$ cat src/rtl/cpi_pkg.sv
// Shared CPI types: pad bundle, capture FSM states, slice-window config.
package cpi_pkg;

    localparam int CPI_DATA_W  = 10;
    localparam int CPI_COORD_W = 16;

    typedef struct packed {
        logic pclk_i;
        logic hsync_i;
        logic vsync_i;
        logic data0_i;
        logic data1_i;
        logic data2_i;
        logic data3_i;
        logic data4_i;
        logic data5_i;
        logic data6_i;
        logic data7_i;
        logic data8_i;
        logic data9_i;
    } pad_to_cpi_t;

    typedef enum logic [1:0] {
        IDLE    = 2'd0,
        ARMED   = 2'd1,
        SKIP    = 2'd2,
        CAPTURE = 2'd3
    } cpi_state_e;

    typedef struct packed {
        logic                   en;
        logic [CPI_COORD_W-1:0] llx;
        logic [CPI_COORD_W-1:0] lly;
        logic [CPI_COORD_W-1:0] urx;
        logic [CPI_COORD_W-1:0] ury;
    } cpi_slice_cfg_t;

    // Gather the individual data pins into a bus, data9 as MSB.
    function automatic logic [CPI_DATA_W-1:0] cpi_pack_data(input pad_to_cpi_t p);
        return {p.data9_i, p.data8_i, p.data7_i, p.data6_i, p.data5_i,
                p.data4_i, p.data3_i, p.data2_i, p.data1_i, p.data0_i};
    endfunction

endpackage

$ cat src/rtl/cpi_sync_edge.sv
// Stage-1 capture of the CPI pins plus edge detection on hsync (fall)
// and vsync (rise) against a one-cycle delayed copy.
module cpi_sync_edge #(
    parameter int DATA_W = 10
) (
    input  logic              clk_i,
    input  logic              rstn_i,
    input  logic              hsync_i,
    input  logic              vsync_i,
    input  logic [DATA_W-1:0] data_i,
    output logic              hsync_o,
    output logic              vsync_o,
    output logic [DATA_W-1:0] data_o,
    output logic              hsync_fall_o,
    output logic              vsync_rise_o
);

    logic              hsync_q;
    logic              vsync_q;
    logic              hsync_dly_q;
    logic              vsync_dly_q;
    logic [DATA_W-1:0] data_q;

    always_ff @(posedge clk_i or negedge rstn_i) begin
        if (!rstn_i) begin
            hsync_q     <= 1'b0;
            vsync_q     <= 1'b0;
            hsync_dly_q <= 1'b0;
            vsync_dly_q <= 1'b0;
            data_q      <= '0;
        end else begin
            hsync_q     <= hsync_i;
            vsync_q     <= vsync_i;
            hsync_dly_q <= hsync_q;
            vsync_dly_q <= vsync_q;
            data_q      <= data_i;
        end
    end

    assign hsync_o      = hsync_q;
    assign vsync_o      = vsync_q;
    assign data_o       = data_q;
    assign hsync_fall_o = hsync_dly_q & ~hsync_q;
    assign vsync_rise_o = vsync_q & ~vsync_dly_q;

endmodule

$ cat src/rtl/cpi_frame_ctrl.sv
// CPI capture sequencer: frame/line tracking, frame decimation, slice window
// and a single-entry output register that reports overruns instead of stalling.
module cpi_frame_ctrl
    import cpi_pkg::*;
#(
    parameter int COORD_W = 16,
    parameter int DROP_W  = 6
) (
    input  logic                  clk_i,
    input  logic                  rstn_i,
    input  pad_to_cpi_t           cpi_i,
    input  logic                  cfg_en_i,
    input  logic                  cfg_drop_en_i,
    input  logic [DROP_W-1:0]     cfg_drop_val_i,
    input  logic                  cfg_slice_en_i,
    input  logic [COORD_W-1:0]    cfg_llx_i,
    input  logic [COORD_W-1:0]    cfg_lly_i,
    input  logic [COORD_W-1:0]    cfg_urx_i,
    input  logic [COORD_W-1:0]    cfg_ury_i,
    output logic [CPI_DATA_W-1:0] data_o,
    output logic                  valid_o,
    input  logic                  ready_i,
    output logic                  frame_start_o,
    output logic                  frame_end_o,
    output logic                  overflow_o,
    output logic                  busy_o
);

    logic                  unused_pclk;
    logic [CPI_DATA_W-1:0] pin_data;
    logic                  hsync_s;
    logic                  vsync_s;
    logic [CPI_DATA_W-1:0] data_s;
    logic                  hsync_fall;
    logic                  vsync_rise;

    assign unused_pclk = cpi_i.pclk_i;
    assign pin_data    = cpi_pack_data(cpi_i);

    cpi_sync_edge #(
        .DATA_W (CPI_DATA_W)
    ) u_sync (
        .clk_i        (clk_i),
        .rstn_i       (rstn_i),
        .hsync_i      (cpi_i.hsync_i),
        .vsync_i      (cpi_i.vsync_i),
        .data_i       (pin_data),
        .hsync_o      (hsync_s),
        .vsync_o      (vsync_s),
        .data_o       (data_s),
        .hsync_fall_o (hsync_fall),
        .vsync_rise_o (vsync_rise)
    );

    cpi_state_e            state_q, state_d;
    logic [COORD_W-1:0]    col_q, col_d;
    logic [COORD_W-1:0]    row_q, row_d;
    logic [DROP_W-1:0]     drop_cnt_q, drop_cnt_d;
    logic [DROP_W-1:0]     drop_next;
    logic                  slice_en_q, slice_en_d;
    logic [COORD_W-1:0]    llx_q, llx_d;
    logic [COORD_W-1:0]    lly_q, lly_d;
    logic [COORD_W-1:0]    urx_q, urx_d;
    logic [COORD_W-1:0]    ury_q, ury_d;
    logic [CPI_DATA_W-1:0] data_q, data_d;
    logic                  valid_q, valid_d;
    logic                  frame_start_q, frame_start_d;
    logic                  frame_end_q, frame_end_d;
    logic                  overflow_q, overflow_d;
    logic                  busy_q, busy_d;
    logic                  in_window;
    logic                  sample_sel;
    logic                  load;

    // The drop test looks at the count before this frame; the count then advances.
    assign drop_next = (cfg_drop_en_i && (drop_cnt_q < cfg_drop_val_i))
                     ? drop_cnt_q + 1'b1 : '0;

    assign in_window = (llx_q <= col_q) && (col_q <= urx_q) &&
                       (lly_q <= row_q) && (row_q <= ury_q);

    assign sample_sel = (state_q == CAPTURE) && hsync_s && !vsync_rise &&
                        (!slice_en_q || in_window);

    assign load = sample_sel && (!valid_q || ready_i);

    always_comb begin
        state_d       = state_q;
        drop_cnt_d    = drop_cnt_q;
        col_d         = col_q;
        row_d         = row_q;
        slice_en_d    = slice_en_q;
        llx_d         = llx_q;
        lly_d         = lly_q;
        urx_d         = urx_q;
        ury_d         = ury_q;
        frame_start_d = 1'b0;
        frame_end_d   = 1'b0;

        if (vsync_rise) begin
            col_d      = '0;
            row_d      = '0;
            slice_en_d = cfg_slice_en_i;
            llx_d      = cfg_llx_i;
            lly_d      = cfg_lly_i;
            urx_d      = cfg_urx_i;
            ury_d      = cfg_ury_i;
        end else if (hsync_fall) begin
            col_d = '0;
            if (!(&row_q)) row_d = row_q + 1'b1;
        end else if (hsync_s && !(&col_q)) begin
            col_d = col_q + 1'b1;
        end

        unique case (state_q)
            IDLE: begin
                drop_cnt_d = '0;
                if (cfg_en_i) state_d = ARMED;
            end
            ARMED, SKIP: begin
                if (!cfg_en_i) begin
                    state_d    = IDLE;
                    drop_cnt_d = '0;
                end else if (vsync_rise) begin
                    state_d       = (drop_cnt_q == '0) ? CAPTURE : SKIP;
                    frame_start_d = (drop_cnt_q == '0);
                    drop_cnt_d    = drop_next;
                end
            end
            CAPTURE: begin
                // A frame in flight always completes; disable only acts at its end.
                if (vsync_rise) begin
                    frame_end_d = 1'b1;
                    if (!cfg_en_i) begin
                        state_d    = IDLE;
                        drop_cnt_d = '0;
                    end else begin
                        state_d       = (drop_cnt_q == '0) ? CAPTURE : SKIP;
                        frame_start_d = (drop_cnt_q == '0);
                        drop_cnt_d    = drop_next;
                    end
                end
            end
            default: state_d = IDLE;
        endcase

        data_d     = load ? data_s : data_q;
        valid_d    = load ? 1'b1 : ((valid_q && ready_i) ? 1'b0 : valid_q);
        overflow_d = sample_sel && !load;
        busy_d     = (state_d == CAPTURE);
    end

    always_ff @(posedge clk_i or negedge rstn_i) begin
        if (!rstn_i) begin
            state_q       <= IDLE;
            drop_cnt_q    <= '0;
            col_q         <= '0;
            row_q         <= '0;
            slice_en_q    <= 1'b0;
            llx_q         <= '0;
            lly_q         <= '0;
            urx_q         <= '0;
            ury_q         <= '0;
            data_q        <= '0;
            valid_q       <= 1'b0;
            frame_start_q <= 1'b0;
            frame_end_q   <= 1'b0;
            overflow_q    <= 1'b0;
            busy_q        <= 1'b0;
        end else begin
            state_q       <= state_d;
            drop_cnt_q    <= drop_cnt_d;
            col_q         <= col_d;
            row_q         <= row_d;
            slice_en_q    <= slice_en_d;
            llx_q         <= llx_d;
            lly_q         <= lly_d;
            urx_q         <= urx_d;
            ury_q         <= ury_d;
            data_q        <= data_d;
            valid_q       <= valid_d;
            frame_start_q <= frame_start_d;
            frame_end_q   <= frame_end_d;
            overflow_q    <= overflow_d;
            busy_q        <= busy_d;
        end
    end

    assign data_o        = data_q;
    assign valid_o       = valid_q;
    assign frame_start_o = frame_start_q;
    assign frame_end_o   = frame_end_q;
    assign overflow_o    = overflow_q;
    assign busy_o        = busy_q;

endmodule

$ cat config.mk
export PLATFORM = sky130hd
export DESIGN_NAME = cpi_frame_ctrl
export DESIGN_NICKNAME = d
export VERILOG_FILES = /design/src/rtl/cpi_pkg.sv /design/src/rtl/cpi_sync_edge.sv /design/src/rtl/cpi_frame_ctrl.sv
export SDC_FILE = /design/constraint.sdc
export NUM_CORES = 1
export LEC_CHECK = 0
export CORE_ASPECT_RATIO = 0.75
export CORE_UTILIZATION = 30
export CTS_CLUSTER_SIZE = 12
export DETAILED_ROUTE_END_ITERATION = 12
export GPL_ROUTABILITY_DRIVEN = 1
export HOLD_SLACK_MARGIN = 0.08
export MAX_ROUTING_LAYER = met4
export PLACE_DENSITY = 0.53
export SYNTH_ARGS = -nofsm -noshare
export SYNTH_HDL_FRONTEND = slang
export SYNTH_SLANG_ARGS = --single-unit
$ cat constraint.sdc
create_clock -name clk_i -period 5.5 [get_ports clk_i]
set_input_delay 1.375 -clock clk_i [delete_from_list [all_inputs] [get_ports clk_i]]
set_output_delay 1.375 -clock clk_i [all_outputs]
set_load 0.03 [all_outputs]
==> key figures, run 1 <==
Outcome
  – Status: finished clean

CTS
  – Clock sinks: around 130
  – Clock slew at reported path FFs: about 0.060 ns
  – Worst-Skew Late Latency: between 0.4 and 0.5 ns
  – H-tree depth: 4
  – Root Driver: clkbuf_16
  – Setup repair bufs after CTS: 0
  – Cts bufs inserted: 17
  – CTS tree: yes
  – Post-cts repair resize count: 0
  – CTS Buffer Depth: 2
  – Hold_buf cts: 0

Layout
  – Area occupied by multi-input gates: ~3300 sq um
  – Nets: 1009
  – Synth-to-Final Area Change: 27.2%
  – Reg area: 3350 sq um
  – Share of post-route cells with drive strength above 1: under 10%
  – Fin cells: 1159
  – Final core occ: 39.0%
  – # fillers: 2320

Worst setup path
  – Critical Path AT: between 3 and 4 ns
  – CP top delay family: compound AO/OA/AOI/OAI gates
  – Worst-path maximum fanout: 8
  – Worst path required time: between 5 and 6 ns
  – Slowest stage delay, CP: approximately 0.49 ns
  – Startpoint types: input pin
  – Most common cell on crit path: a21o_1
  – Crit-path cells: clkdlybuf4s50_1 -> inv_1 -> ha_1 -> a21o_1 -> a21o_1 -> a21o_1 -> a21o_1 -> a21oi_1 -> a21o_1 -> a22o_1
  – Bufs and invs on worst path: 2
  – Kind of critical path: input pin to flip-flop
  – Crit. End Element: flip-flop
  – Slowest CP cell: a21oi_1

Placed design
  – Placed Cells: 1126
  – HPWL Detailed: 12300 microns
  – # port buffers: 102
  – RD Place Congestion: a little under 0.8

Power and ir drop
  – Total Power: ~2.9 mW
  – Pwr Density: ~320 nW/um^2
  – Worst VDD drop: 0.214 mV
  – Leakage: approximately 4.2 nW

Drt
  – DRC viols: 0
  – First-pass DRT Iterations: 4
  – DRT Wirelength: ~17000 microns
  – Final ANT Viol Nets: 0
  – Wire per inst: between 10 and 15 microns
  – DR iter-0 viols: 234
  – Vias post-DR: ~5.2k
  – Vias per cell: approximately 4.5

Timing
  – Fin. max-slew vios: 0
  – Max_slew headroom: about a third
  – Final Skew: a little under 0.01 ns
  – RSZ-0062 raised after global routing: false
  – Tmin final: ~3.3 ns
  – Final Hold Fails: 0
  – FMAX: 307 MHz
  – Sum Neg Setup Slack: 0 ns
  – Setup-failing EPs final: 0
  – Least-Margin Pin Slew: between 1 and 1.5 ns
  – Final cycle utilization of the critical path: between 50% and 60%

Synth
  – Distinct cells, synth: 47
  – Synth Register Bits: ~130
  – Synthesized area: between 7000 and 8000 sq um
  – Post-synth EDFFs: 0
  – Synth Net Count: around 900
  – Syn Inst Count: 740
  – Async S/R FF share, synth: between 90% and 100%
  – Synth warn: 0
  – Sequential-to-total area share from yosys stat: between 40% and 50%
  – Ys flop type: dfrtp_1
  – Synthesized area per cell: around 9.5 sq um

Floorplanning
  – Initial cell density of the core: just over 30%
  – Die Y: around 130 microns
  – Placeable Area: 23000 sq um
  – DIE WIDTH: about 180 microns
  – Rows: 48
  – I/O pins: roughly 100
  – Die area: about 24000 sq um

Min path
  – Hold/Removal Path Class: flip-flop to flip-flop

Global route
  – First-pass GRT wire length: 27100 microns
  – Vias in the first global route: ~5.2k
  – Initial antenna violation count: 1
  – Grt ovf: 0
  – Tot GR Track Use: roughly 15%
  – Largest net degree at the start of global routing: 105

Job
  – Maxcap violations: 0
[registers in the layout (all words and copies together) (netlist names)]
register / flops
col_q: 16
llx_q: 16
lly_q: 16
row_q: 16
urx_q: 16
ury_q: 16
data_o: 10
u_sync.data_o: 10
drop_cnt_q: 6
state_q: 2
busy_o: 1
frame_end_o: 1
frame_start_o: 1
overflow_o: 1
slice_en_q: 1
u_sync.hsync_dly_q: 1
u_sync.hsync_o: 1
u_sync.vsync_dly_q: 1
u_sync.vsync_o: 1
valid_o: 1
[worst reg2reg max path: stages, from the launching register on]
cell,delay (ns)
dfrtp_1,0.43
inv_1,0.09
ha_1,0.34
a21oi_2,0.14
nand2_1,0.08
a221oi_2,0.26
or2_1,0.13
a21oi_1,0.10
o41a_1,0.51
or3b_1,0.66
mux2_4,0.39
[synth_stat cells, drive strengths merged, types with 2 or more instances]
cell type	count	area, sq um
dfrtp	134	3350
and3	7	43.8
a2111oi	5	45.0
xnor2	27	236
nor2	42	158
or2	5	31.3
nand2	160	601
ha	75	938
clkbuf	18	67.6
nand4	20	125
nor3	5	25.0
a21oi	31	163
a211oi	7	52.6
and4	3	26.3
nand3	21	105
a21o	6	45.0
nor2b	6	45.0
mux2	11	161
and2	2	12.5
inv	78	293
nor4	7	43.8
o21ai	42	210
a22o	3	26.3
a221oi	4	47.6
nand2b	4	25.0
o211ai	4	40.0
[metrics by stage]
stage / hold slack, ns / instance area (sq um) / setup WS [ns]
after floorplan: 0.368 / 7050 / 2.48
after global placement: 0.396 / 8390 / 1.83
after detailed placement: 0.409 / 8390 / 1.79
after CTS: 0.422 / 8960 / 2.24
after global routing: 0.444 / 8960 / 2.06
final: 0.416 / 8960 / 2.24
[placed cells by master (no fill, tap or decap), types with 7 or more instances in the layout]
master and n:
nor2_1 42, nor4_1 7, mux2_4 10, o21ai_0 36, clkdlybuf4s50_1 101, inv_1 78
ha_1 75, clkbuf_16 17, a21oi_1 29, nand2_1 160, nand4_1 20, xnor2_1 27
nand3_1 21, dfrtp_1 134, and3_1 7, inv_6 7, a211oi_1 7
[final timing paths]
path	start	end	slack, ns	depth (start not counted)
min in group asynchronous	rstn_i	data_o[6]	1.03	1
max in group asynchronous	rstn_i	row_q[10]	3.36	2
min reg2reg	u_sync.vsync_o	u_sync.vsync_dly_q	0.42	0
max	cfg_drop_val_i[1]	drop_cnt_q[5]	2.24	10
min	u_sync.vsync_o	u_sync.vsync_dly_q	0.42	0
max reg2reg	row_q[10]	data_o[5]	2.26	10
[cell families after synthesis]
kind of cell | synth area share (%)
buffers and inverters | 5.27
flip-flops | 47.6
XOR/XNOR | 3.36
AND/OR/NAND/NOR | 18.3
AO/OA/AOI/OAI | 9.70
multiplexers | 2.43
adder cells (fa/ha/maj) | 13.3
[where the power goes]
part	total [mW]	leakage [nW]	switching [mW]	internal (mW)
sequential	1.16	1.72	0.0668	1.10
clock	1.11	0.276	0.477	0.632
combinational	0.599	2.21	0.311	0.288
total	2.87	4.20	0.855	2.02
[per-layer routing]
metal / routed length, microns / share of wire [%] / track usage, % / vias to the layer above
met5: 0 / 0 / - / -
met2: 5880 / 35 / 18.2 / 118
li1: - / - / - / 2708
met1: 9820 / 59 / 24.3 / 2380
met3: 864 / 5.2 / 3.63 / 15
met4: 153 / 0.92 / 3.81 / 0
[final cells by class]
cell class,count,area share [%]
inverter,78,3.27
sequential,134,37.4
antenna,1,0.0279
clock inverter,15,1.59
multi-input combinational,509,37.1
tap,300,4.19
clock buffer,17,4.75
timing repair buffer,105,11.7
Power figures use the tool's default switching activity.
==> run 2, diff against run 1 <==
--- a/config.mk
+++ b/config.mk
@@ -12,7 +12,7 @@
 export GPL_ROUTABILITY_DRIVEN = 1
 export HOLD_SLACK_MARGIN = 0.08
 export MAX_ROUTING_LAYER = met4
-export PLACE_DENSITY = 0.53
+export PLACE_DENSITY = 0.55
 export SYNTH_ARGS = -nofsm -noshare
 export SYNTH_HDL_FRONTEND = slang
 export SYNTH_SLANG_ARGS = --single-unit
==> constraint.sdc (replaced) <==
create_clock -name clk_i -period 2.9 [get_ports clk_i]
set_input_delay 0.725 -clock clk_i [delete_from_list [all_inputs] [get_ports clk_i]]
set_output_delay 0.725 -clock clk_i [all_outputs]
set_load 0.03 [all_outputs]
==> run 2 against run 1 <==
The flow now finishes with violations (setup timing); sequential power rose by 91%; register-to-register slack got worse by 2.3 ns; setup slack got worse by 2.3 ns; critical path type is now flip-flop to flip-flop.
==> key figures, run 2 (synthesized netlist as in run 1, its figures left out) <==
Power and ir drop
  – Pwr Density: 592 nW/um^2 (+85%)
  – Clk pwr share: 39.5% (+0.9 points)
  – Leakage: 4.52 nW (+7.7%)
  – Int Power: 4.19 mW (+110%)
  – Sw frac: 27.9% (-1.9 points)
  – Total Power: 5.81 mW (+100%)
  – Gate power share: 22.4% (+1.5 points)
  – Worst VDD drop: 0.389 mV (+82%)
  – Sw power: 1.62 mW (+90%)
  – Seq pwr share: 38.1% (-2.4 points)

Job
  – Maxcap violations: 0 (unchanged)

Global route
  – First-pass GRT wire length: 28100 microns (+3.9%)
  – Vias in the first global route: 5323 (+2.9%)
  – Largest net degree at the start of global routing: 88 (-16%)
  – Initial antenna violation count: 0 (-1)
  – Tot GR Track Use: 15.6% (+0.43 points)
  – Grt ovf: 0 (unchanged)

Timing
  – Tmin final: 2.95 ns
  – FMAX: 340 MHz
  – Final worst setup slack: -0.0450 ns (-2.29 ns)
  – Final cycle utilization of the critical path: 102%
  – Final Hold Fails: 0 (unchanged)
  – Sum Neg Setup Slack: -0.347 ns (-0.347 ns)
  – RSZ-0062 raised after global routing: true
  – Setup-failing EPs final: 10 (+10)
  – Least-Margin Pin Slew: 0.836 ns (-0.173 ns)
  – Fin. max-slew vios: 0 (unchanged)
  – Final Skew: 0.0106 ns (+0.000836 ns)
  – Max_slew headroom: 44.3% (+12 points)

Floorplanning
  – Die Y: 135 microns (unchanged)
  – Die area: 24100 sq um (unchanged)
  – DIE WIDTH: 179 microns (unchanged)
  – Placeable Area: 23000 sq um (unchanged)
  – I/O pins: 104 (unchanged)
  – Rows: 48 (unchanged)
  – Initial cell density of the core: 30.6% (unchanged)

Placed design
  – Area after DPL: 8710 sq um (+3.8%)
  – HPWL Detailed: 12700 microns (+3.7%)
  – RD Place Congestion: 0.808 (+2.3%)
  – # port buffers: 102 (unchanged)
  – Pre-CTS setup slack: -0.128 ns (-1.92 ns)

CTS
  – Root Driver: clkbuf_16
  – Clock slew at reported path FFs: 0.06 ns (about the same)
  – Cts bufs inserted: 17 (unchanged)
  – H-tree depth: 4 (unchanged)
  – Clock sinks: 134 (unchanged)
  – CTS Buffer Depth: 2 (unchanged)
  – CTS tree: yes
  – Worst-Skew Late Latency: 0.42 ns (about the same)

Layout
  – Reg area: 3360 sq um (+0.15%)
  – Area occupied by multi-input gates: 3660 sq um (+9.8%)
  – Commonest non-fill, non-tap cell in the layout: nand2_1
  – Fin area: 9810 sq um (+9.5%)
  – Nets: 1064 (+5.5%)
  – Share of post-route cells with drive strength above 1: 17.8% (+11 points)
  – Synth-to-Final Area Change: 39.3%
  – # fillers: 2210 (-4.7%)
  – Most frequent cells in the layout: nand2_1 (160), dfrtp_1 (130), clkdlybuf4s50_1 (101)
  – Final core occ: 42.7% (+3.7 points)

Worst setup path
  – Crit. End Element: flip-flop
  – Crit path from: row_q[1]
  – Critical Path AT: 3.24 ns (-0.38 ns)
  – Worst path required time: 3.20 ns (-2.66 ns)
  – Critical R2R Launch: row_q[1]
  – Startpoint types: flip-flop
  – Worst-path maximum fanout: 5 (-3)
  – Kind of critical path: flip-flop to flip-flop

Drt
  – First-pass DRT Iterations: 5 (+1)
  – Vias per cell: 4.49 (-0.41%)
  – DR iter-0 viols: 354 (+51%)
  – Final ANT Viol Nets: 0 (unchanged)
  – DRT Wirelength: 17400 microns (+4.2%)
  – Wire per inst: 14.4 microns (-0.45%)
  – DRC viols: 0 (unchanged)
  – Vias post-DR: 5442 (+4.2%)

Min path
  – Hold/Removal Path Class: input pin to asynchronous set/reset pin

Outcome
  – Failing checks: setup timing
  – Status: finished, violations left
[run 2: cell types whose count changed in the layout (fill, tap and decap cells not counted), sizes merged]
cell,delta
clkbuf,+2
buf,+55
clkinvlp,+1
bufinv,+3
inv,-7
[run 2: metal layers]
layer,GRT usage (%),vias to the layer above,share of wire [%]
met5,-,-,0
met4,3.53,0,0.45
met3,3.29,7,4.7
met2,19.0,107,37
met1,25.1,2515,57
li1,-,2813,-
[run 2: repair_timing]
action,CTS,global route
cloned,1,0
endpoints found under the hold margin,0,0
setup buffers,5,11
hold buffers,0,0
pin swaps,1,30
resized for setup,19,39
setup endpoints to repair,10,10
[run 2: final timing paths]
kind,to,slack (ns),cells past startpoint
min in group clk_i,u_sync.vsync_dly_q,0.40,0
worst min-delay path,u_sync.data_o[1],0.34,1
max in group asynchronous,row_q[1],1.91,2
worst max register to register,data_o[9],-0.05,11
worst max-delay path,data_o[9],-0.05,11
worst min register to register,u_sync.vsync_dly_q,0.40,0
[run 2: final cells by class]
| type | instances | area share [%] |
|---|---|---|
| clock buffer | 19 | 4.51 |
| multi-input combinational | 509 | 37.3 |
| inverter | 78 | 2.98 |
| clock inverter | 12 | 1.82 |
| timing repair buffer | 160 | 15.4 |
| sequential | 134 | 34.2 |
| tap | 300 | 3.83 |
| antenna | 1 | 0.0255 |
[run 2: power groups by stage]
stage          clock (mW)  sequential (mW)  combinational [mW]
2_1_floorplan           0             2.31               0.620
4_1_cts              2.35             2.21                1.24
5_1_grt              2.43             2.24                1.45
3_5_place_dp            0             2.24                1.20
3_3_place_gp            0             2.24                1.17
6_report             2.29             2.22                1.30
[run 2: worst max-delay path: stages, from the launching register on]
cell       delay [ns]
dfrtp_2          0.45
inv_2            0.10
ha_4             0.20
nor2b_4          0.12
o211ai_2         0.15
a2111oi_2        0.10
a211oi_2         0.23
a21oi_2          0.12
o41a_1           0.48
or3b_4           0.44
buf_6            0.15
mux2_4           0.29
[run 2: per-stage QoR]
| step | hold WS (ns) | cells |
|---|---|---|
| floorplan | 0.368 | 740 |
| global placement | 0.396 | 1164 |
| detailed placement | 0.395 | 1164 |
| CTS | 0.363 | 1201 |
| global route | 0.387 | 1212 |
| finish | 0.341 | 1213 |
